[src/rtl/sysid_arb_pkg.sv]
`default_nettype none
// ============================================================================
//  Module   : sysid_arb_pkg
//  Purpose  : Shared types and constants for the two-master sysid read arbiter.
//  Revision : 1.0 - initial release
// ============================================================================
package sysid_arb_pkg;

    // Data width of the sysid slave (ID word / build timestamp)
    localparam int SYSID_DATA_W = 32;

    // Owner encoding: one bit selects which master holds the grant
    localparam logic OWN_M0 = 1'b0;
    localparam logic OWN_M1 = 1'b1;

    // Grant FSM states
    typedef enum logic [0:0] {
        ST_IDLE = 1'b0,
        ST_BUSY = 1'b1
    } state_t;

endpackage
`default_nettype wire

[src/rtl/sysid_rr_picker.sv]
`default_nettype none
// ============================================================================
//  Module   : sysid_rr_picker
//  Purpose  : Combinational 2-way winner selection. A single requester wins;
//             on a tie the master not served last wins, or master 0 always
//             wins when SYSID_ARB_FIXED_PRIO_EN is defined.
//  Revision : 1.0 - initial release
// ============================================================================
module sysid_rr_picker
    import sysid_arb_pkg::*;
(
    input  logic [1:0] req,
    input  logic       last,
    output logic       winner
);

`ifdef SYSID_ARB_FIXED_PRIO_EN
    // The history pointer has no meaning with a fixed priority
    logic w_unused_last;
    assign w_unused_last = last;

    // Master 0 wins whenever it requests
    always_comb begin
        winner = OWN_M0;
        if (!req[0] && req[1]) begin
            winner = OWN_M1;
        end
    end
`else
    // Round-robin: on a tie, grant the master that was not served last
    always_comb begin
        winner = OWN_M0;
        case (req)
            2'b01:   winner = OWN_M0;
            2'b10:   winner = OWN_M1;
            2'b11:   winner = ~last;
            default: winner = OWN_M0;
        endcase
    end
`endif

endmodule
`default_nettype wire

[src/rtl/sysid_read_arbiter.sv]
`default_nettype none
// ============================================================================
//  Module   : sysid_read_arbiter
//  Purpose  : Shares the combinational sysid slave between two Avalon-MM read
//             masters. One read per two cycles: accept in BUSY, return the
//             registered data with a one-cycle readdatavalid strobe.
//             Build option: SYSID_ARB_FIXED_PRIO_EN (master 0 wins ties,
//             no round-robin pointer).
//  Revision : 1.0 - initial release
// ============================================================================
module sysid_read_arbiter
    import sysid_arb_pkg::*;
#(
    parameter int DATA_W = SYSID_DATA_W,
    parameter int ADDR_W = 1
) (
    input  logic              clock,
    input  logic              reset_n,

    input  logic              m0_read,
    input  logic [ADDR_W-1:0] m0_address,
    output logic              m0_waitrequest,
    output logic              m0_readdatavalid,
    output logic [DATA_W-1:0] m0_readdata,

    input  logic              m1_read,
    input  logic [ADDR_W-1:0] m1_address,
    output logic              m1_waitrequest,
    output logic              m1_readdatavalid,
    output logic [DATA_W-1:0] m1_readdata,

    output logic              s_read,
    output logic [ADDR_W-1:0] s_address,
    input  logic [DATA_W-1:0] s_readdata
);

    state_t            r_state;
    logic              r_owner;
    logic              r_m0_rdv;
    logic              r_m1_rdv;
    logic [DATA_W-1:0] r_m0_rdata;
    logic [DATA_W-1:0] r_m1_rdata;

    logic [1:0]        w_req;
    logic              w_winner;
    logic              w_last;
    logic              w_busy;
    logic              w_owner_read;

`ifdef SYSID_ARB_FIXED_PRIO_EN
    assign w_last = OWN_M1;
`else
    logic              r_last;
    assign w_last = r_last;
`endif

    assign w_req = {m1_read, m0_read};

    sysid_rr_picker u_picker (
        .req    (w_req),
        .last   (w_last),
        .winner (w_winner)
    );

    // Slave strobes and waitrequests decode only registered state; the
    // read inputs never reach them combinationally.
    assign w_busy         = (r_state == ST_BUSY);
    assign w_owner_read   = (r_owner == OWN_M1) ? m1_read : m0_read;
    assign s_read         = w_busy;
    assign s_address      = w_busy ? ((r_owner == OWN_M1) ? m1_address : m0_address)
                                   : '0;
    assign m0_waitrequest = !(w_busy && (r_owner == OWN_M0));
    assign m1_waitrequest = !(w_busy && (r_owner == OWN_M1));

    assign m0_readdatavalid = r_m0_rdv;
    assign m1_readdatavalid = r_m1_rdv;
    assign m0_readdata      = r_m0_rdata;
    assign m1_readdata      = r_m1_rdata;

    // Grant FSM: pick in IDLE, accept and capture in BUSY, strobe next cycle
    always_ff @(posedge clock or negedge reset_n) begin
        if (!reset_n) begin
            r_state    <= ST_IDLE;
            r_owner    <= OWN_M0;
            r_m0_rdv   <= 1'b0;
            r_m1_rdv   <= 1'b0;
            r_m0_rdata <= '0;
            r_m1_rdata <= '0;
`ifndef SYSID_ARB_FIXED_PRIO_EN
            r_last     <= OWN_M1;
`endif
        end else begin
            r_m0_rdv <= 1'b0;
            r_m1_rdv <= 1'b0;
            case (r_state)
                ST_IDLE: begin
                    if (|w_req) begin
                        r_owner <= w_winner;
                        r_state <= ST_BUSY;
                    end
                end
                ST_BUSY: begin
                    r_state <= ST_IDLE;
                    // A dropped read during BUSY aborts without side effects
                    if (w_owner_read) begin
`ifndef SYSID_ARB_FIXED_PRIO_EN
                        r_last <= r_owner;
`endif
                        if (r_owner == OWN_M1) begin
                            r_m1_rdata <= s_readdata;
                            r_m1_rdv   <= 1'b1;
                        end else begin
                            r_m0_rdata <= s_readdata;
                            r_m0_rdv   <= 1'b1;
                        end
                    end
                end
                default: r_state <= ST_IDLE;
            endcase
        end
    end

endmodule
`default_nettype wire

[config.mk]
export PLATFORM = sky130hd
export DESIGN_NAME = sysid_read_arbiter
export DESIGN_NICKNAME = d
export VERILOG_FILES = /design/src/rtl/sysid_arb_pkg.sv /design/src/rtl/sysid_rr_picker.sv /design/src/rtl/sysid_read_arbiter.sv
export SDC_FILE = /design/constraint.sdc
export NUM_CORES = 1
export LEC_CHECK = 0
export CORE_MARGIN = 2
export CORE_UTILIZATION = 43
export DETAILED_ROUTE_END_ITERATION = 8
export PLACE_DENSITY = 0.79
export RECOVER_POWER = 25
export SETUP_SLACK_MARGIN = 0.5
export SYNTH_ARGS = -nofsm -noshare
export SYNTH_HDL_FRONTEND = slang
export SYNTH_SLANG_ARGS = --single-unit
export TNS_END_PERCENT = 10
[constraint.sdc]
create_clock -name clock -period 1.4 [get_ports clock]
set_input_delay 0.35 -clock clock [delete_from_list [all_inputs] [get_ports clock]]
set_output_delay 0.35 -clock clock [all_outputs]
set_load 0.03 [all_outputs]
==> out/qor.csv <==
metric;value;unit
clk_pin_slew;0.07;ns
async_reset_ff_share;100;%
n_fill_cell;423;
powerDensity;2490;mW/mm²
cts_tree;yes;
root_buffer;clkbuf_8;
synth_area;0.00276;mm²
cap_violations;0;
die_x;84.2;µm
dp_hpwl;3980;µm
slew_headroom;39.8;%
antenna_found_initial;0;
required;1.05;ns
gr-usage-all-layers;17.4;%
setup_ws;-0.124;ns
ctsHoldBuffers;0;
fin_nets;323;
syn-mean-instance-area;17.5;µm²
antenna_cells;0;
synth.area.top_cells;dfrtp_1 62%, mux2_4 16%, mux2_2 13%, buf_6 2.9%, dfstp_2 0.95%;
core;0.00628;mm²
routed_wirelength;5790;µm
dp_slack;-0.224;ns
yosys.cell_types.count;17;
synth-edff-count;0;
insertion_delay;0.33;ns
path_class;reg2out;
yosysWarnings;0;
yosys_most_used_dff;dfrtp_1;
gp_congestion;0.705;
top_usage_layer;met2;
io_pins;108;
yosys.cell_count.top_type;dfrtp_1;
htree_levels;3;
finalSetupViolCount;4;
power;10.9;mW
grt_overflow;0;
violations;setup timing;
fmax;656;MHz
final.period_utilization;109;%
via_per_inst;4.70;
outcome;finished with violations;
ant_nets;0;
met3_usage;6.78;%
critical_path.startpoint;r_owner;
use_met2;27.0;%
grt_max_degree;70;
drv_slew;0;
vias;1725;
synth.top_cell.area_share;61.6;%
drt-initial-drc-count;39;
firstDrtPassIters;4;
worstSetupStartpointType;flop;
worstMarginPinSlew;0.904;ns
p_leak;2.13;nW
rsz0062_at_grt;yes;
r2r_start;r_owner;
clock_sinks;69;
synthCells;158;
critPathMaxFanout;4;
initial_core_util;44.0;%
end_kind;output pin;
hold_viol;0;
grtUsageMet1;22.9;%
hold_class;in2async;
die_h;84.2;µm
numCtsBuffers;9;
synth_top_area_cell;dfrtp_1;
finClkSkew;0.00615;ns
wl_per_cell;15.8;µm
grt_first_pass_wirelength;9650;µm
port_buffers;107;
die-area;0.00708;mm²
cp.arrival;1.17;ns
grt_pass1_vias;1938;
area_growth;58.4;%
ys_ff_latch;69;
synth_nets;196;
yosysSeqAreaShare;62.5;%
final_layout_size_suffix_gt1_share;59.3;%
clk_path_buf_depth;2;
row_count;29;
min_period;1.52;ns
worst_ir_drop_vdd;0.00147;V
ys_top_cells_by_count;68 x dfrtp_1, 33 x mux2_2, 29 x mux2_4;
drc;0;
flip-flops by register name, summed over array words and instances, names as in the netlist:
signal,flops
m0_readdata,32
m0_readdatavalid,1
r_owner,1
r_last,1
m1_readdatavalid,1
m1_readdata,32
s_read,1
cells in the final DEF (no fill, tap or decap), types with 3 or more instances in the layout:
| cell type | instances |
|---|---|
| nand2_1 | 3 |
| buf_12 | 6 |
| buf_4 | 11 |
| clkdlybuf4s50_1 | 34 |
| clkbuf_8 | 11 |
| mux2_4 | 33 |
| inv_1 | 3 |
| dfrtp_1 | 66 |
| buf_6 | 69 |
| mux2_2 | 29 |
power by group:
| group | switching, mW | leakage (nW) | internal (mW) |
|---|---|---|---|
| clock | 0.694 | 0.116 | 1.10 |
| sequential | 0.691 | 0.813 | 2.90 |
| combinational | 2.64 | 1.20 | 2.88 |
| total | 4.02 | 2.13 | 6.88 |
logic make-up (layout without fill, tap and decap cells):
group	count (synthesis)	count (layout)	synth area share, %
flip-flops	69	69	62.5
AND/OR/NAND/NOR	10	10	2.63
multiplexers	65	65	30.4
AO/OA/AOI/OAI	3	3	0.951
buffers and inverters	11	143	3.53
area by class of cell:
type | count | area, µm² | share of cell area, %
tap | 77 | 96.3 | 2.20
clock inverter | 4 | 70.1 | 1.60
multi-input combinational | 78 | 965 | 22.0
sequential | 69 | 1730 | 39.5
timing repair buffer | 124 | 1350 | 30.8
clock buffer | 12 | 155 | 3.54
inverter | 3 | 11.3 | 0.257
timing repair:
item | CTS | global route
pin swaps | 3 | 1
endpoints found under the setup margin | 139 | 138
gates resized for setup | 435 | 2
buffers inserted | 8 | 0
layer usage:
layer  vias to the layer above  share of wire (%)  routed length [µm]
met5                         -                  0                   0
met4                         0                1.1                  66
met3                         6                7.3                 420
met2                        63                 48                2770
met1                       849                 44                2530
li1                        807                  -                   -
through the flow:
step	cells	TNS, ns	cell area, µm²	utilization, %	hold slack, ns
finish	367	-0.224	4380	69.7	0.257
global route	367	-1.20	4380	69.7	0.337
CTS	367	-0.263	4380	69.8	0.0327
detailed placement	343	-13.36	3980	63.4	0.400
global placement	343	-12.93	3980	63.4	0.401
floorplan	158	0	2790	-	0.0544
worst paths after layout:
check | to | slack, ns | depth (start not counted)
min | m1_readdata[23] | 0.26 | 2
min reg2reg | m1_readdata[6] | 0.52 | 1
max | s_address | -0.12 | 3
max in group asynchronous | s_read | 0.51 | 2
min in group clock | m1_readdata[6] | 0.52 | 1
max reg2reg | m0_readdata[18] | 0 | 4
critical path: stages, from the launching register on:
cell and delay [ns]:
dfrtp_2 0.40, mux2i_2 0.26, nor2_4 0.04, buf_6 0.13
No activity file was read; power rests on OpenSTA's default activity.
